### src/rtl/phy_tx_serializer_if.sv
// Word handshake plus serial lane outputs of the two-lane transmit PHY.
interface phy_tx_serializer_if;
    logic [31:0] data_in;
    logic        valid_in;
    logic        ready_out;
    logic        data_out_lane0_tx;
    logic        data_out_lane1_tx;
    logic        valid_lane0_out;
    logic        valid_lane1_out;
    logic        frame_start;

    modport master (
        output data_in, valid_in,
        input  ready_out, data_out_lane0_tx, data_out_lane1_tx,
        input  valid_lane0_out, valid_lane1_out, frame_start
    );

    modport slave (
        input  data_in, valid_in,
        output ready_out, data_out_lane0_tx, data_out_lane1_tx,
        output valid_lane0_out, valid_lane1_out, frame_start
    );
endinterface

### src/rtl/phy_tx_serializer.sv
// Two-lane transmit PHY: buffers 32-bit words, stripes pairs across the lanes and
// shifts each lane out MSB first in 32-bit frames, filling empty frames with IDLE_CHAR.
module phy_tx_serializer #(
    parameter int          FIFO_DEPTH  = 4,
    parameter logic [7:0]  IDLE_CHAR   = 8'hBC,
    parameter int          SYNC_FRAMES = 2
) (
    input  logic               clk,
    input  logic               reset,
    phy_tx_serializer_if.slave bus
);
    localparam int             PW        = $clog2(FIFO_DEPTH);
    localparam int             CW        = PW + 1;
    localparam int             SW        = $clog2(SYNC_FRAMES + 2);
    localparam logic [31:0]    IDLE_WORD = {4{IDLE_CHAR}};
    localparam logic [CW-1:0]  DEPTH_C   = CW'(FIFO_DEPTH);
    localparam logic [CW-1:0]  CNT_ONE   = CW'(1);
    localparam logic [CW-1:0]  CNT_TWO   = CW'(2);
    localparam logic [SW-1:0]  SYNC_LAST = SW'(SYNC_FRAMES);

    logic [31:0]   mem [FIFO_DEPTH];
    logic [PW-1:0] rd_ptr;
    logic [PW-1:0] wr_ptr;
    logic [PW-1:0] rd_next;
    logic [CW-1:0] count;
    logic [4:0]    cnt;
    logic [SW-1:0] sync_cnt;
    logic [31:0]   shreg0;
    logic [31:0]   shreg1;
    logic          valid0;
    logic          valid1;
    logic          ready;
    logic          push;
    logic          load;
    logic          sync_done;
    logic [1:0]    pops;

    // Pop decision is taken from the count before this cycle, so a word pushed
    // on the load cycle waits for the next frame.
    always_comb begin
        ready     = !reset && (count < DEPTH_C);
        push      = bus.valid_in && ready;
        load      = (cnt == 5'd31);
        sync_done = (sync_cnt >= SYNC_LAST);
        rd_next   = rd_ptr + PW'(1);
        pops      = 2'd0;
        if (load && sync_done) begin
            if (count >= CNT_TWO)
                pops = 2'd2;
            else if (count == CNT_ONE)
                pops = 2'd1;
        end
    end

    always_ff @(posedge clk) begin
        if (push)
            mem[wr_ptr] <= bus.data_in;
    end

    always_ff @(posedge clk) begin
        if (reset) begin
            cnt      <= 5'd0;
            sync_cnt <= '0;
            rd_ptr   <= '0;
            wr_ptr   <= '0;
            count    <= '0;
            shreg0   <= IDLE_WORD;
            shreg1   <= IDLE_WORD;
            valid0   <= 1'b0;
            valid1   <= 1'b0;
        end else begin
            cnt <= cnt + 5'd1;
            if (push)
                wr_ptr <= wr_ptr + PW'(1);
            rd_ptr <= rd_ptr + PW'(pops);
            count  <= count + CW'(push) - CW'(pops);
            if (load) begin
                if (!sync_done) begin
                    shreg0   <= IDLE_WORD;
                    shreg1   <= IDLE_WORD;
                    valid0   <= 1'b0;
                    valid1   <= 1'b0;
                    sync_cnt <= sync_cnt + SW'(1);
                end else begin
                    shreg0 <= (pops != 2'd0) ? mem[rd_ptr]  : IDLE_WORD;
                    shreg1 <= (pops == 2'd2) ? mem[rd_next] : IDLE_WORD;
                    valid0 <= (pops != 2'd0);
                    valid1 <= (pops == 2'd2);
                end
            end else begin
                shreg0 <= {shreg0[30:0], 1'b0};
                shreg1 <= {shreg1[30:0], 1'b0};
            end
        end
    end

    assign bus.ready_out         = ready;
    assign bus.frame_start       = (cnt == 5'd0) && !reset;
    assign bus.data_out_lane0_tx = shreg0[31];
    assign bus.data_out_lane1_tx = shreg1[31];
    assign bus.valid_lane0_out   = valid0;
    assign bus.valid_lane1_out   = valid1;
endmodule
### src/flat_wrapper.sv
// flat-port wrapper written by rule: the top's interface ports become plain ports
module phy_tx_serializer_flat 
#(
    parameter int          FIFO_DEPTH  = 4,
    parameter logic [7:0]  IDLE_CHAR   = 8'hBC,
    parameter int          SYNC_FRAMES = 2
)
  (clk, reset, bus_data_in, bus_valid_in, bus_ready_out, bus_data_out_lane0_tx, bus_data_out_lane1_tx, bus_valid_lane0_out, bus_valid_lane1_out, bus_frame_start);
  phy_tx_serializer_if bus_i ();
  input  logic clk;
  input  logic reset;
  input wire logic [$bits(bus_i.data_in)-1:0] bus_data_in;
  input wire logic [$bits(bus_i.valid_in)-1:0] bus_valid_in;
  output wire logic [$bits(bus_i.ready_out)-1:0] bus_ready_out;
  output wire logic [$bits(bus_i.data_out_lane0_tx)-1:0] bus_data_out_lane0_tx;
  output wire logic [$bits(bus_i.data_out_lane1_tx)-1:0] bus_data_out_lane1_tx;
  output wire logic [$bits(bus_i.valid_lane0_out)-1:0] bus_valid_lane0_out;
  output wire logic [$bits(bus_i.valid_lane1_out)-1:0] bus_valid_lane1_out;
  output wire logic [$bits(bus_i.frame_start)-1:0] bus_frame_start;
  assign bus_i.data_in = bus_data_in;
  assign bus_i.valid_in = bus_valid_in;
  assign bus_ready_out = bus_i.ready_out;
  assign bus_data_out_lane0_tx = bus_i.data_out_lane0_tx;
  assign bus_data_out_lane1_tx = bus_i.data_out_lane1_tx;
  assign bus_valid_lane0_out = bus_i.valid_lane0_out;
  assign bus_valid_lane1_out = bus_i.valid_lane1_out;
  assign bus_frame_start = bus_i.frame_start;
  phy_tx_serializer #(.FIFO_DEPTH(FIFO_DEPTH), .IDLE_CHAR(IDLE_CHAR), .SYNC_FRAMES(SYNC_FRAMES)) u_core (.clk(clk), .reset(reset), .bus(bus_i));
endmodule
### config.mk
export PLATFORM = sky130hd
export DESIGN_NAME = phy_tx_serializer_flat
export DESIGN_NICKNAME = d
export VERILOG_FILES = /design/src/rtl/phy_tx_serializer_if.sv /design/src/rtl/phy_tx_serializer.sv /design/src/flat_wrapper.sv
export SDC_FILE = /design/constraint.sdc
export NUM_CORES = 1
export LEC_CHECK = 0
export ABC_AREA = 1
export ABC_CLOCK_PERIOD_IN_PS = 5600
export CAP_MARGIN = 25
export CORE_MARGIN = 10
export CORE_UTILIZATION = 35
export CTS_BUF_LIST = sky130_fd_sc_hd__clkbuf_4
export DETAILED_ROUTE_END_ITERATION = 10
export DONT_BUFFER_PORTS = 1
export GPL_TIMING_DRIVEN = 0
export MAX_ROUTING_LAYER = met4
export RECOVER_POWER = 25
export REMOVE_ABC_BUFFERS = 1
export SYNTH_ARGS = -nofsm -noshare
export SYNTH_HDL_FRONTEND = slang
export SYNTH_SLANG_ARGS = --single-unit
### constraint.sdc
create_clock -name clk -period 5.6 [get_ports clk]
set_clock_uncertainty 0.15 [all_clocks]
set_input_delay 0.56 -clock clk [delete_from_list [all_inputs] [get_ports clk]]
set_output_delay 0.56 -clock clk [all_outputs]
set_load 0.02 [all_outputs]
# [Word level (Yosys, flattened, before mapping)]
# Memory sizes are Yosys's and may differ from the RTL's. A register that Yosys moved wholly into a read port is not among the register bits.
# Cells that the tools add are included.
[totals] reg_bits=80 ramBits=128 in_bits=35 out_inout_bits=6 word_cells=53 memories=1
[op_classes] add_sub_neg=7 magnitude_cmp=3 n_eq_ne=3 mux=14 bitwise_logic=4 reduce_logical=10
[memory_table] memory="u_core.mem" words=4 width=32 rd=2 rd_ports_with_merged_regs=1 wr=1 line="phy_tx_serializer.sv:21" rtl="logic [31:0] mem [FIFO_DEPTH];"
[ops] operator="two-way mux 32 bit" n=6
[ops] operator="OR reduction 4 bit" n=2
[ops] operator="adder 2 x 1 -> 2 bit, second input constant" n=3
[ops] operator="two-way mux 2 bit" n=3
[ops] operator="adder 5 x 1 -> 5 bit, second input constant" n=1
[ops] operator="== test 5 bit, second input constant" n=1
[ops] operator="zero test 5 bit" n=1
[ops] operator="two-way mux 1 bit" n=5
[ops] operator="logical AND 1 bit" n=4
[ops] operator="inverter 1 bit" n=4
[ops] operator="adder 3 x 1 -> 3 bit" n=1
[ops] operator="== test 3 x 1 -> 1 bit, second input constant" n=1
[ops] operator="greater-or-equal comparator 3 x 2 -> 1 bit, second input constant" n=1
[ops] operator="< comparator 3 bit, second input constant" n=1
[ops] operator="subtractor 3 x 2 -> 3 bit" n=1
[ops] operator="adder 2 bit" n=1
[ops] operator="== test 2 bit, second input constant" n=1
[ops] operator="greater-or-equal comparator 2 bit, second input constant" n=1
[ops] operator="AND reduction 2 bit" n=1
[ops] operator="nonzero test 2 bit" n=1
[ops] operator="zero test 1 bit" n=1

# [Logic depth before layout (Yosys ltp)]
[logic_depth] depth_word=8 depth_mapped=14

# [Worst setup path after synthesis]
# No wires, ideal clock.
[synth_timing] path_type="input port to flip-flop" from="in reset" to="mem u_core.mem[0][0], enable pin" setup_ns=0.421 t_arrival_ns=2.730 slack_ns=2.299 path_stages=4 path_buffers=1 cell_sequence="buf_2 > nor2_1 > nand2_1 > nor2_1"
[synth_between] elab_chain_len=5
[synth_rtl] element="start: declaration" line="flat_wrapper.sv:11" rtl="input logic reset;"
[synth_rtl] element="zero test 1 bit" line="phy_tx_serializer.sv:41" rtl="ready = !reset && (count < DEPTH_C);"
[synth_rtl] element="logical AND 1 bit" line="phy_tx_serializer.sv:41"
[synth_rtl] element="net bus_ready_out" line="flat_wrapper.sv:14" rtl="output wire logic [$bits(bus_i.ready_out)-1:0] bus_ready_out;"
[synth_rtl] element="logical AND 1 bit" line="phy_tx_serializer.sv:42" rtl="push = bus.valid_in && ready;"
[synth_rtl] element="two-way mux 1 bit" line="phy_tx_serializer.sv:56" rtl="if (push)"
[synth_rtl] element="two-way mux 1 bit (implied by the code)" line="phy_tx_serializer.sv:57" rtl="mem[wr_ptr] <= bus.data_in;"
[synth_rtl] element="end: declaration" line="phy_tx_serializer.sv:21"
# The timed path passes the listed nets, and every way through them passes these cells.

# [Worst setup path after layout]
[layout_timing] from="reg u_core.cnt[0]" to="reg u_core.count[2]"
[layout_between] elab_chain_len=4
[layout_rtl] element="start: declaration" line="phy_tx_serializer.sv:26" rtl="logic [4:0] cnt;"
[layout_rtl] element="start signal: assignment" line="phy_tx_serializer.sv:72" rtl="cnt <= cnt + 5'd1;"
[layout_rtl] element="== test 5 bit" line="phy_tx_serializer.sv:43" rtl="load = (cnt == 5'd31);"
[layout_rtl] element="logical AND 1 bit" line="phy_tx_serializer.sv:47" rtl="if (load && sync_done) begin"
[layout_rtl] element="two-way mux 2 bit" line="phy_tx_serializer.sv:47"
[layout_rtl] element="subtractor 3 x 2 -> 3 bit" line="phy_tx_serializer.sv:76" rtl="count <= count + CW'(push) - CW'(pops);"
[layout_rtl] element="end signal: assignment" line="phy_tx_serializer.sv:76"
[layout_rtl] element="end: declaration" line="phy_tx_serializer.sv:25" rtl="logic [CW-1:0] count;"
# Every way passes these cells.
# A chain may end at the register's enable or synchronous reset.

==> qor.txt <==
Status - finished, final reports clean
FF/Latch Area - 5450 um^2
RSZ-0062 raised after global routing - false
Setup violators final - 0
FF-to-FF setup slack - 2300 ps
R2R Path End - u_core.count[2]
Core ar. - 24400 um^2
Starting density of the core - 35.7%
Sequential area share after synthesis - 62.6%
WL/cell - 15.5 um
Crit Path Max Fanout - 25
Layout Cells excl Fill - 1349
Max rail drop VDD - 0.178 mV
Iteration-0 DRC Markers - 473
First-pass DRT Iterations - 5
Final hold vios - 0
Final Max Slew Viols - 0
# rows - 57
DR DRC count - 0
Placed cells - 1215
Crit path time final - 3300 ps
Max-slew headroom - 29.6%
Setup CP Type - register to register
Overall routing resource usage - 13.8%
Initial antenna violation count - 2
CTS Buffer Depth - 3
Worst R2R Start - u_core.cnt[0]
DP HPWL - 12100 um
PD cells - 310 nW/um^2
CTS H-tree depth - 2
Most used DFF post-synth - edfxtp_1
Crit path buffers/inverters - 1
Clock transition at path regs - 60 ps
WL final - 21000 um
WP data arrival - 3660 ps
Reg2Reg Depth - 11
Asr flop ratio synth - 0%
Period utilization - 58.9%
CP endpoint kind - register
Slew at the pin closest to its max-slew limit - 1050 ps
Post-synthesis instance total - 934
Ports - 41
Placer Congestion - 0.743
Mapped Avg Cell Area - 9.32 um^2
Final Util - 41.5%
Post-DRT Antenna Nets - 0
CP max stage cell - nand3_2
Worst skew pair latency - 660 ps
Vias in the first global route - 6536
Post-route cell area - 10100 um^2
TritonCTS Sinks - 208
Port Buffer Count - 0
Critical Path RT - 5960 ps
Area delta synth->final - 16.4%
Hold path startpoint - reset
CP top delay family - adder cells
Wire length of the first global-routing pass - 33800 um
Max_cap viols - 0
Root Driver - clkbuf_4
Total grt overflow - 0
Startpoint Class - register
Sum Neg Setup Slack - 0 ps
Distinct cells, synth - 32
Post-Syn Area - 8700 um^2
Chip Width - 178 um
Placed cell area - 9070 um^2
Die Y - 178 um
Multi-input gate area - 2860 um^2
Post-synth EDFFs - 128
Largest stage delay on the critical path - 600 ps
Via/cell ratio - 4.85
Die area - 31600 um^2
Flip-flop and latch count after synthesis - 208
Via count - 6541
Layout cells sized above 1 - 10.8%
Synth Warn # - 0
F_max - 303 MHz
Nets - 1025
CP endpoint - u_core.count[2]
Total setup buffers inserted after CTS - 0
Hold_ws - 119 ps
CTS Buf Count - 52
Fillers - 2417
Most used cell, CP - ha_1
CP cell instances - ha_1 > nand2_1 > nor2_1 > ha_1 > nand3_2 > ha_1 > inv_1 > fa_1 > xor2_1 > o21ai_0 > a21oi_1
Worst path depth - 11
Worst hold path class - input port to register
Crit path from - u_core.cnt[0]
TritonCTS clock tree - built
Leakage - 3.97 nW
Largest net degree at the start of global routing - 86
power breakdown:
| group | total [mW] | switching (mW) | internal [mW] |
|---|---|---|---|
| registers | 1.70 | 0.0219 | 1.68 |
| logic | 0.150 | 0.0934 | 0.0564 |
| clock network | 1.29 | 0.589 | 0.699 |
| total | 3.14 | 0.705 | 2.44 |
cells in the final DEF (no fill, tap or decap), drive strengths merged, types with 2 or more instances in the layout:
| cell | count |
|---|---|
| or2 | 3 |
| buf | 7 |
| nand2 | 254 |
| nand3 | 80 |
| dlygate4sd3 | 33 |
| clkinv | 20 |
| inv | 48 |
| o22ai | 8 |
| edfxtp | 128 |
| o21ai | 58 |
| diode | 2 |
| clkbuf | 81 |
| ha | 10 |
| nor2 | 110 |
| a21oi | 82 |
| nor3 | 12 |
| dfxtp | 80 |
how the worst min path moves through the flow:
stage / endpoint / cells past startpoint
global route: u_core.shreg1[11] / 4
CTS: u_core.shreg1[10] / 4
detailed placement: u_core.shreg0[24] / 2
global placement: u_core.shreg0[24] / 2
finish: u_core.shreg1[10] / 4
floorplan: u_core.shreg0[14] / 2
Yosys cell counts (all sizes together), types with 3 or more instances:
cell    instances  area share (%)
nand2         254              11
buf            32             1.9
dfxtp          80              18
nor2          110             5.2
o21ai          58             3.4
edfxtp        128              44
clkbuf         18            0.78
or2             3            0.22
nand3          80             4.7
a21oi          82             4.7
nor3           12            0.69
o22ai           8            0.57
inv            47             2.0
clkinv          5            0.22
ha             10             1.4
registers in the layout, indices dropped and copies added (netlist names):
register,cells
u_core.count,3
u_core.bus.valid_lane0_out,1
u_core.wr_ptr,2
u_core.shreg1,32
u_core.cnt,5
u_core.mem,128
u_core.bus.valid_lane1_out,1
u_core.rd_ptr,2
u_core.shreg0,32
u_core.sync_cnt,2
cell type report:
type                            instances  area share, %
Clock inverter                         18          0.976
Multi-Input combinational cell        624           28.2
Timing Repair Buffer                   41           5.06
Inverter                               52           1.93
Antenna cell                            2         0.0494
Sequential cell                       208           53.8
Tap cell                              324           4.00
Clock buffer                           80           5.93
stage by stage:
step | setup slack [ps] | power (mW)
2_1_floorplan | 2260 | 1.81
5_1_grt | 2000 | 3.30
6_report | 2300 | 3.14
3_3_place_gp | 85.5 | 1.84
4_1_cts | 2240 | 3.18
3_5_place_dp | 2260 | 1.85
layer usage:
metal / part of all wire [%] / wire length (um) / vias up / GRT usage, %
met4: 1.6 / 340 / 0 / 4.38
li1: - / - / 3264 / -
met5: 0 / 0 / - / -
met3: 5.9 / 1240 / 32 / 3.00
met1: 46 / 9710 / 3065 / 17.6
met2: 46 / 9680 / 180 / 21.4
cell families (layout without fill, tap and decap cells):
family	after synthesis	in the layout	share of synthesized area (%)
simple gates	460	460	21.7
flops	208	208	62.6
compound gates	151	151	8.93
buf+inv	102	191	4.96
fa+ha+maj	11	11	1.67
other cells	1	3	0.0431
xor+xnor	1	1	0.101
worst register-to-register path: cells and delay by family, from the launching register on:
kind            cells  cell delay, ps
compound gates      2             200
xor+xnor            1             160
buf+inv             1              50
fa+ha+maj           4            1460
flops               1             390
simple gates        3             770
repair_timing:
| action | CTS | global route |
|---|---|---|
| gates resized for setup | 0 | 0 |
| hold buffers | 33 | 0 |
| hold endpoints to repair | 159 | 0 |
(Power assumes the default switching activity.)
